### config.mk
export PLATFORM = sky130hd
export DESIGN_NAME = seq_shifter32_flat
export DESIGN_NICKNAME = d
export VERILOG_FILES = /design/src/rtl/seq_shifter32_if.sv /design/src/rtl/seq_shifter32.sv /design/src/flat_wrapper.sv
export SDC_FILE = /design/constraint.sdc
export NUM_CORES = 1
export LEC_CHECK = 0
export CAP_MARGIN = 30
export CORE_UTILIZATION = 63
export DETAILED_ROUTE_END_ITERATION = 10
export DONT_BUFFER_PORTS = 1
export PLACE_DENSITY = 0.8
export REMOVE_ABC_BUFFERS = 1
export SLEW_MARGIN = 40
export SYNTH_ARGS = -nofsm -noshare
export SYNTH_HDL_FRONTEND = slang
export SYNTH_SLANG_ARGS = --single-unit
### constraint.sdc
create_clock -name clk -period 2.2 [get_ports clk]
set_input_delay 0.44 -clock clk [delete_from_list [all_inputs] [get_ports clk]]
set_output_delay 0.44 -clock clk [all_outputs]
set_load 0.02 [all_outputs]
### src/rtl/seq_shifter32_if.sv
// Request/response bundle for the sequential shifter: operand, control and
// start on the way in; busy/done/result on the way out.
interface seq_shifter32_if #(
    parameter int WIDTH = 32,
    parameter int SHW   = 5
);
    logic             start;
    logic [WIDTH-1:0] din;
    logic [SHW-1:0]   shamt;
    logic             lr;
    logic             al;
    logic             busy;
    logic             done;
    logic [WIDTH-1:0] dout;

    modport master (
        output start, din, shamt, lr, al,
        input  busy, done, dout
    );

    modport slave (
        input  start, din, shamt, lr, al,
        output busy, done, dout
    );
endinterface

### src/rtl/seq_shifter32.sv
// One-bit-per-clock shifter (left, logical right, arithmetic right) with a
// start/busy/done handshake; result latency is max(shamt,1) cycles.
module seq_shifter32 #(
    parameter int WIDTH = 32,
    parameter int SHW   = 5
) (
    input  logic               clk,
    input  logic               rst,
    seq_shifter32_if.slave     bus
);
    localparam logic [1:0] ST_IDLE  = 2'd0;
    localparam logic [1:0] ST_SHIFT = 2'd1;
    localparam logic [1:0] ST_DONE  = 2'd2;

    logic [1:0]       state_reg,  state_next;
    logic [WIDTH-1:0] sreg_reg,   sreg_next;
    logic [SHW-1:0]   cnt_reg,    cnt_next;
    logic             lr_reg,     lr_next;
    logic             al_reg,     al_next;
    logic [WIDTH-1:0] dout_reg,   dout_next;

    logic [WIDTH-1:0] sreg_shifted;
    logic [WIDTH-1:0] din_shifted;

    function automatic logic [WIDTH-1:0] shift1(
        input logic [WIDTH-1:0] v,
        input logic             left,
        input logic             arith
    );
        if (left)
            return {v[WIDTH-2:0], 1'b0};
        else
            return {arith & v[WIDTH-1], v[WIDTH-1:1]};
    endfunction

    assign sreg_shifted = shift1(sreg_reg, lr_reg, al_reg);
    // The first shift is folded into the accept cycle so that done lands
    // exactly shamt cycles after start.
    assign din_shifted  = shift1(bus.din, bus.lr, bus.al);

    always_comb begin
        state_next = state_reg;
        sreg_next  = sreg_reg;
        cnt_next   = cnt_reg;
        lr_next    = lr_reg;
        al_next    = al_reg;
        dout_next  = dout_reg;
        case (state_reg)
            ST_SHIFT: begin
                sreg_next = sreg_shifted;
                cnt_next  = cnt_reg - SHW'(1);
                if (cnt_reg == SHW'(1)) begin
                    state_next = ST_DONE;
                    dout_next  = sreg_shifted;
                end
            end
            default: begin
                // IDLE and DONE both accept a new request
                state_next = ST_IDLE;
                if (bus.start) begin
                    lr_next = bus.lr;
                    al_next = bus.al;
                    if (bus.shamt == '0) begin
                        sreg_next  = bus.din;
                        cnt_next   = '0;
                        dout_next  = bus.din;
                        state_next = ST_DONE;
                    end else if (bus.shamt == SHW'(1)) begin
                        sreg_next  = din_shifted;
                        cnt_next   = '0;
                        dout_next  = din_shifted;
                        state_next = ST_DONE;
                    end else begin
                        sreg_next  = din_shifted;
                        cnt_next   = bus.shamt - SHW'(1);
                        state_next = ST_SHIFT;
                    end
                end
            end
        endcase
    end

    always_ff @(posedge clk) begin
        if (rst) begin
            state_reg <= ST_IDLE;
            sreg_reg  <= '0;
            cnt_reg   <= '0;
            lr_reg    <= 1'b0;
            al_reg    <= 1'b0;
            dout_reg  <= '0;
        end else begin
            state_reg <= state_next;
            sreg_reg  <= sreg_next;
            cnt_reg   <= cnt_next;
            lr_reg    <= lr_next;
            al_reg    <= al_next;
            dout_reg  <= dout_next;
        end
    end

    assign bus.busy = (state_reg == ST_SHIFT);
    assign bus.done = (state_reg == ST_DONE);
    assign bus.dout = dout_reg;
endmodule

### src/flat_wrapper.sv
// flat-port wrapper written by rule: the top's interface ports become plain ports
module seq_shifter32_flat 
#(
    parameter int WIDTH = 32,
    parameter int SHW   = 5
)
  (clk, rst, bus_start, bus_din, bus_shamt, bus_lr, bus_al, bus_busy, bus_done, bus_dout);
  seq_shifter32_if #(.WIDTH(WIDTH), .SHW(SHW)) bus_i ();
  input  logic clk;
  input  logic rst;
  input wire logic [$bits(bus_i.start)-1:0] bus_start;
  input wire logic [$bits(bus_i.din)-1:0] bus_din;
  input wire logic [$bits(bus_i.shamt)-1:0] bus_shamt;
  input wire logic [$bits(bus_i.lr)-1:0] bus_lr;
  input wire logic [$bits(bus_i.al)-1:0] bus_al;
  output wire logic [$bits(bus_i.busy)-1:0] bus_busy;
  output wire logic [$bits(bus_i.done)-1:0] bus_done;
  output wire logic [$bits(bus_i.dout)-1:0] bus_dout;
  assign bus_i.start = bus_start;
  assign bus_i.din = bus_din;
  assign bus_i.shamt = bus_shamt;
  assign bus_i.lr = bus_lr;
  assign bus_i.al = bus_al;
  assign bus_busy = bus_i.busy;
  assign bus_done = bus_i.done;
  assign bus_dout = bus_i.dout;
  seq_shifter32 #(.WIDTH(WIDTH), .SHW(SHW)) u_core (.clk(clk), .rst(rst), .bus(bus_i));
endmodule
==> results of run 1 <==
cell type report:
cell class              count  area, sq um  share of cell area
repair buffers             18          148              0.0366
inverters                   9         33.8             0.00838
multi-input cells         256         2080               0.515
clock buffers              11          141              0.0351
flip-flops and latches     73         1460               0.363
well taps                  72         90.1              0.0223
clock inverters             5         78.8              0.0195
layout by cell type, fill, tap and decap left out, types with 7 or more instances in the layout:
master	n
dfxtp_1	72
mux2i_1	60
a22o_1	60
nor3_1	38
a221oi_1	31
buf_4	17
clkbuf_8	10
nand2_1	9
inv_1	8
a21oi_1	7
critical path, delay by kind of cell, from the launching register on:
kind | cells | cell delay [ns]
simple gates | 1 | 0.16
flops | 1 | 0.32
buf+inv | 3 | 0.65
kinds of logic (layout without fill, tap and decap cells):
| group | count (synthesis) | after routing | synth area share |
|---|---|---|---|
| fa+ha+maj | 5 | 5 | 0.0167 |
| buf+inv | 47 | 43 | 0.0605 |
| simple gates | 70 | 70 | 0.0990 |
| compound gates | 118 | 118 | 0.266 |
| mux | 60 | 60 | 0.160 |
| xor+xnor | 3 | 3 | 0.00702 |
| flops | 73 | 73 | 0.391 |
power groups by stage:
stage | combinational, mW | sequential, mW | clock (mW)
global route | 0.577 | 1.55 | 1.26
global placement | 0.505 | 1.56 | 0
detailed placement | 0.519 | 1.56 | 0
CTS | 0.523 | 1.53 | 1.18
floorplan | 0.392 | 1.54 | 0
finish | 0.527 | 1.54 | 1.18
how the worst max path moves through the flow:
stage / from / endpoint / slack, ns
6_report: u_core.state_reg[1] / bus_busy / 0.27
5_1_grt: u_core.state_reg[1] / bus_busy / 0.17
4_1_cts: u_core.state_reg[1] / bus_busy / 0.27
3_5_place_dp: bus_shamt[0] / u_core.bus.dout[20] / 0.09
3_3_place_gp: bus_shamt[0] / u_core.bus.dout[8] / 0.20
2_1_floorplan: u_core.state_reg[1] / u_core.sreg_reg[10] / -1.05
routing by layer:
layer / wire, um / vias to the layer above / global-route usage
met5: 0 / - / 0
met4: 91 / 0 / 0.0909
met3: 821 / 10 / 0.0920
met2: 4140 / 159 / 0.458
met1: 3930 / 1463 / 0.407
li1: - / 1471 / -
through the flow:
step	cell area, sq um	TNS [ns]	power (mW)	utilization
after CTS	4030	0	3.23	0.719
final	4030	0	3.24	0.719
after global routing	4030	0	3.38	0.719
after global placement	3810	0	2.07	0.679
after detailed placement	3810	0	2.08	0.680
after floorplan	3550	-57.87	1.93	-
==> flow_summary.json, run 1 <==
{
  "synth_area_per_cell_sq_um": 9.95,
  "finalNetCount": 414,
  "switchingPower_mw": 0.899,
  "drtIter0Drc": 252,
  "status": "completed",
  "io_pins": 76,
  "setup_ws_ns": 0.268,
  "ys_seq_area_frac": 0.391,
  "r2r_start": "u_core.state_reg[1]",
  "max_slew_margin": 0.570,
  "r2r_setup_slack_ns": 0.28,
  "die-area_sq_mm": 0.00625,
  "grt_pass1_wl_mm": 14.8,
  "clock_skew_ns": 0.0134,
  "tritoncts": "built",
  "rsz0062_at_grt": "no",
  "dpl.hpwl_mm": 6.03,
  "start_util": 0.667,
  "detail-route-antenna-nets": 0,
  "first_pass_iters": 5,
  "p_per_area_mw_per_mm2": 803,
  "synth_area_leaders": "dfxtp_1, mux2i_1, a22o_1",
  "drt-total-wl_mm": 8.98,
  "synth_ff_type": "dfxtp_1",
  "hold_violations": 0,
  "power_frac_seq": 0.474,
  "yosysUniqueCellTypes": 44,
  "fp.dieW_um": 79.1,
  "hold_end": "u_core.sreg_reg[0]",
  "hold_buffers": 0,
  "worstSetupEndpointType": "output port",
  "netlist_area_sq_mm": 0.00374,
  "synth_seq_cells": 73,
  "post_drt_wl_per_cell_um": 20.2,
  "grt_pass1_vias": 3025,
  "vias_per_cell": 6.99,
  "synthArstFlopShare": 0,
  "fillCellCount": 433,
  "critical_path_class": "flop to output port",
  "final_layout_size_suffix_gt1_frac": 0.113,
  "irDropWorstVdd_uv": 551,
  "grt_usage": 0.301,
  "clock_sinks": 73,
  "p_int_mw": 2.34,
  "postCtsSetupRepairBufs": 0,
  "min-delay-path-class": "primary input to flop",
  "synth_edf_count": 0,
  "leakage_nw": 1.57,
  "htree_levels": 3,
  "post-route-period-util": 0.878,
  "finalSetupViolCount": 0,
  "cts_buffers": 9,
  "diodes": 0,
  "cts_buffer_depth": 2,
  "worstPathCellList": "nand2b_1 > inv_2 > buf_4 > buf_4",
  "cp_slowest_cell": "buf_4",
  "gp_congestion": 0.796,
  "worst_pin_slew_ns": 0.643,
  "worstPathMaxFanout": 37,
  "crit_path_start_kind": "flop",
  "io_buffers": 0,
  "drcViolationCount": 0,
  "worstHoldStart": "rst",
  "whs_path_depth": 1,
  "fp-row-count": 27,
  "antenna_found_initial": 0,
  "yosysMostFrequentCell": "dfxtp_1",
  "place_ws_ns": 0.0893,
  "timing.critical_path.required_ns": 1.76,
  "finalNonFillerCells": 444,
  "clkSlewWorstSetupHoldPaths_ns": 0.07,
  "period_minus_slack_ns": 1.93,
  "ys_top_cells_by_count": "dfxtp_1, a22o_1, mux2i_1, nor3_1, a221oi_1",
  "yosysTopAreaCell": "dfxtp_1",
  "root_buffer": "clkbuf_8",
  "cpMostUsedCell": "buf_4",
  "hold_slack_ns": 0.147,
  "timing.fmax_ghz": 0.517,
  "synthToLayoutAreaGrowth_pct": 7.76,
  "r2r-end": "u_core.sreg_reg[4]",
  "fp.dieH_um": 79.1,
  "slew_violations": 0,
  "via_count": 3103,
  "synth_top_area_frac": 0.391,
  "grt_max_degree": 38,
  "post_cts_resized": 0,
  "synth_cells": 376,
  "max_stage_delay_ns": 0.38,
  "yosys_warnings": 0,
  "clkPwrFrac": 0.363,
  "share_comb_of_total_power": 0.163,
  "swShare": 0.278,
  "grt_overflow": 0,
  "core_sq_mm": 0.00561,
  "worstSkewPairLatency_ns": 0.35,
  "cp.arrival_ns": 1.49,
  "post-place-cells": 428,
  "ff2ff_path_depth": 7,
  "maxCapViolations": 0
}
(Power assumes the default switching activity.)
==> run 2: changes to the inputs <==
==> constraint.sdc (replaced) <==
create_clock -name clk -period 2.2 [get_ports clk]
set_input_delay 0.66 -clock clk [delete_from_list [all_inputs] [get_ports clk]]
set_output_delay 0.66 -clock clk [all_outputs]
set_load 0.02 [all_outputs]
==> flow_summary.json, run 2 (synthesis results as in run 1) <==
{
  "r2r_start": "u_core.state_reg[1]",
  "synthToLayoutAreaGrowth_pct": 7.56,
  "drcViolationCount": 0,
  "fp.dieH_um": 79.1,
  "timing.critical_path.required_ns": 1.54,
  "grt_overflow": 0,
  "worstSetupEndpointType": "output port",
  "min-delay-path-class": "primary input to flop",
  "worstHoldStart": "rst",
  "finalNonFillerCells": 446,
  "via_count": 3134,
  "post_cts_resized": 0,
  "finalNetCount": 418,
  "root_buffer": "clkbuf_8",
  "die-area_sq_mm": 0.00625,
  "clkSlewWorstSetupHoldPaths_ns": 0.07,
  "grt_max_degree": 41,
  "grt_usage": 0.298,
  "hold_buffers": 0,
  "critical_path_class": "flop to output port",
  "crit_path_start_kind": "flop",
  "io_pins": 76,
  "crit_start": "u_core.state_reg[1]",
  "antenna_found_initial": 0,
  "first_pass_iters": 4,
  "io_buffers": 0,
  "hold_violations": 0,
  "fp.dieW_um": 79.1,
  "core_sq_mm": 0.00561,
  "post-route-period-util": 0.931,
  "period_minus_slack_ns": 2.05,
  "final_area_sq_mm": 0.00403,
  "dpl.hpwl_mm": 5.99,
  "grt_pass1_vias": 3009,
  "htree_levels": 3,
  "drtIter0Drc": 259,
  "status": "completed",
  "clock_skew_ns": 0.00649,
  "vias_per_cell": 7.03,
  "layout_common_cells": "dfxtp_1, mux2i_1, a22o_1",
  "worstSkewPairLatency_ns": 0.35,
  "timing.fmax_ghz": 0.488,
  "cp.arrival_ns": 1.39,
  "final_layout_size_suffix_gt1_frac": 0.120,
  "cts_buffer_depth": 2,
  "placed_cell_area_sq_mm": 0.00384,
  "drt-total-wl_mm": 9.08,
  "worstPathMaxFanout": 40,
  "start_util": 0.667,
  "cts_buffers": 9,
  "post-place-cells": 432,
  "p_per_area_mw_per_mm2": 763,
  "maxCapViolations": 0,
  "grt_pass1_wl_mm": 14.7,
  "gp_congestion": 0.785,
  "worst_pin_slew_ns": 0.639,
  "fp-row-count": 27,
  "slew_violations": 0,
  "detail-route-antenna-nets": 0,
  "finalSetupViolCount": 0,
  "post_drt_wl_per_cell_um": 20.4,
  "layout_commonest_cell": "dfxtp_1",
  "max_slew_margin": 0.573,
  "irDropWorstVdd_uv": 504,
  "postCtsSetupRepairBufs": 0,
  "diodes": 0,
  "clock_sinks": 73,
  "leakage_nw": 1.58,
  "rsz0062_at_grt": "no",
  "tritoncts": "built"
}
==> run 2: cell count changes in the layout (fill, tap and decap cells not counted) <==
cell / previous run / this run
bufinv_16: 2 / 1
buf_4: 17 / 21
clkinv_2: 2 / 3
clkinv_4: 1 / 0
clkbuf_1: 1 / 0
==> run 2: routing by layer <==
layer,track usage,part of all wire,vias up
met5,0,0,-
met4,0.0964,0.011,0
met3,0.102,0.080,9
met2,0.454,0.46,143
met1,0.394,0.45,1513
li1,-,-,1469
==> run 2: cell type report <==
cell class | instances | area (sq um)
multi-input cells | 256 | 2080
fillers | 432 | 1580
flip-flops and latches | 73 | 1460
repair buffers | 22 | 178
clock buffers | 10 | 138
well taps | 72 | 90.1
clock inverters | 4 | 45.0
inverters | 9 | 33.8
==> run 2: worst max-delay path: stages (launching register included) <==
cell and delay, ns:
dfxtp_1 0.32, nand2b_1 0.16, inv_2 0.14, buf_4 0.41
==> run 2: worst paths after layout <==
check	to	slack, ns	cells after the start
worst max-delay path	bus_busy	0.15	3
worst min-delay path	u_core.sreg_reg[0]	0.37	1
worst max register to register	u_core.sreg_reg[7]	0.36	6
worst min register to register	u_core.al_reg	0.46	2
==> run 2: where the power goes <==
part / internal (mW) / switching (mW)
Combinational: 0.252 / 0.286
Clock: 0.536 / 0.468
Sequential: 1.42 / 0.108
==> run 2: metrics by stage <==
stage / setup TNS, ns / worst slack, ns / hold WS [ns] / total power [mW] / utilization
after global routing: 0 / 0.0935 / 0.353 / 3.21 / 0.718
final: 0 / 0.151 / 0.371 / 3.07 / 0.718
after CTS: 0 / 0.146 / 0.361 / 3.08 / 0.718
after global placement: 0 / 0.0301 / 0.443 / 2.07 / 0.684
after detailed placement: -0.401 / -0.0564 / 0.448 / 2.09 / 0.685
after floorplan: -58.20 / -1.05 / 0.431 / 1.93 / -
==> run 3: changes to the inputs <==
--- a/config.mk
+++ b/config.mk
@@ -10,6 +10,7 @@
 export DETAILED_ROUTE_END_ITERATION = 10
 export DONT_BUFFER_PORTS = 1
 export PLACE_DENSITY = 0.8
+export RECOVER_POWER = 100
 export REMOVE_ABC_BUFFERS = 1
 export SLEW_MARGIN = 40
 export SYNTH_ARGS = -nofsm -noshare
==> flow_summary.json, run 3 (synthesis results as in run 1) <==
{
  "hold_end": "u_core.sreg_reg[0]",
  "slew_violations": 0,
  "status": "completed",
  "worstPathMaxFanout": 40,
  "r2r_start": "u_core.state_reg[1]",
  "post-route-period-util": 0.931,
  "clkSlewWorstSetupHoldPaths_ns": 0.07,
  "worstHoldStart": "rst",
  "grt_overflow": 0,
  "setup_ws_ns": 0.152,
  "timing.fmax_ghz": 0.488,
  "worstSkewPairLatency_ns": 0.35,
  "power_frac_seq": 0.499,
  "p_int_mw": 2.21,
  "maxCapViolations": 0,
  "fillCellCount": 438,
  "fp.dieH_um": 79.1,
  "grt_max_degree": 41,
  "via_count": 3170,
  "grt_usage": 0.298,
  "period_minus_slack_ns": 2.05,
  "hold_slack_ns": 0.368,
  "regArea_sq_mm": 0.00146,
  "switchingPower_mw": 0.862,
  "io_pins": 76,
  "fp.dieW_um": 79.1,
  "cts_buffers": 9,
  "clock_sinks": 73,
  "hold_violations": 0,
  "clock_skew_ns": 0.00560,
  "max_slew_margin": 0.575,
  "detail-route-antenna-nets": 0,
  "worst_pin_slew_ns": 0.635,
  "drcViolationCount": 0,
  "multiInputGateArea_sq_mm": 0.00206,
  "drtIter0Drc": 274,
  "p_per_area_mw_per_mm2": 767,
  "tritoncts": "built",
  "grt_pass1_vias": 3009,
  "dpl.hpwl_mm": 5.99,
  "finalNonFillerCells": 446,
  "cts_buffer_depth": 2,
  "synthToLayoutAreaGrowth_pct": 6.82,
  "finalSetupTns_ns": 0,
  "place_ws_ns": -0.0564,
  "clkPwrFrac": 0.328,
  "postCtsSetupRepairBufs": 0,
  "die-area_sq_mm": 0.00625,
  "root_buffer": "clkbuf_8",
  "layout_common_cells": "dfxtp_1, mux2i_1, a22o_1",
  "rsz0062_at_grt": "no",
  "r2r-end": "u_core.bus.dout[22]",
  "grt_pass1_wl_mm": 14.7,
  "whs_path_depth": 1,
  "antenna_found_initial": 0,
  "post_drt_wl_per_cell_um": 20.3,
  "crit_path_start_kind": "flop",
  "layout_commonest_cell": "dfxtp_1",
  "final_layout_size_suffix_gt1_frac": 0.112,
  "post_cts_resized": 0,
  "share_comb_of_total_power": 0.173,
  "core_sq_mm": 0.00561,
  "finalSetupViolCount": 0,
  "ff2ff_path_depth": 7,
  "hold_buffers": 0,
  "htree_levels": 3,
  "start_util": 0.667,
  "diodes": 0,
  "irDropWorstVdd_uv": 506,
  "fp-row-count": 27,
  "cp.arrival_ns": 1.39,
  "first_pass_iters": 5,
  "gp_congestion": 0.785,
  "drt-total-wl_mm": 9.05,
  "leakage_nw": 1.57,
  "io_buffers": 0,
  "vias_per_cell": 7.11,
  "timing.critical_path.required_ns": 1.54,
  "min-delay-path-class": "primary input to flop",
  "worstSetupEndpointType": "output port",
  "swShare": 0.281,
  "critical_path_class": "flop to output port",
  "r2r_setup_slack_ns": 0.16,
  "post-place-cells": 432,
  "finalNetCount": 418
}
## run 3: metrics by stage
| stage | instance area (sq um) | power [mW] | utilization |
|---|---|---|---|
| after CTS | 4030 | 3.08 | 0.718 |
| after floorplan | 3550 | 1.93 | - |
| after global routing | 4000 | 3.20 | 0.713 |
| final | 4000 | 3.07 | 0.713 |
| after global placement | 3840 | 2.07 | 0.684 |
| after detailed placement | 3840 | 2.09 | 0.685 |
## run 3: how the worst max path moves through the flow
stage,slack (ns),cells past startpoint,endpoint,start
final,0.15,3,bus_busy,u_core.state_reg[1]
after global routing,0.06,7,u_core.bus.dout[30],u_core.state_reg[1]
after CTS,0.15,3,bus_busy,u_core.state_reg[1]
after detailed placement,-0.06,7,u_core.bus.dout[16],bus_shamt[0]
after global placement,0.03,7,u_core.bus.dout[16],bus_shamt[0]
after floorplan,-1.05,4,u_core.sreg_reg[10],u_core.state_reg[1]
## run 3: worst max-delay path, cell delays in order, from the launching register on
cell	delay, ns
dfxtp_1	0.32
nand2b_1	0.16
inv_2	0.14
buf_4	0.41
## run 3: area by class of cell
cell class	count	share of cell area
multi-input cells	256	0.515
flip-flops and latches	73	0.366
repair buffers	22	0.0423
clock buffers	10	0.0344
well taps	72	0.0225
clock inverters	4	0.0113
inverters	9	0.00845
## run 3: layer usage
layer	vias to the layer above	routed length [um]	track usage
li1	1465	-	-
met1	1520	3940	0.394
met2	172	4120	0.454
met3	13	855	0.102
met4	0	128	0.0964
met5	-	0	0
## run 3: power groups by stage
stage / clock (mW) / combinational, mW / sequential (mW)
after detailed placement: 0 / 0.531 / 1.56
after floorplan: 0 / 0.392 / 1.54
after global routing: 1.08 / 0.581 / 1.54
final: 1.01 / 0.531 / 1.53
after global placement: 0 / 0.515 / 1.55
after CTS: 1.01 / 0.535 / 1.53
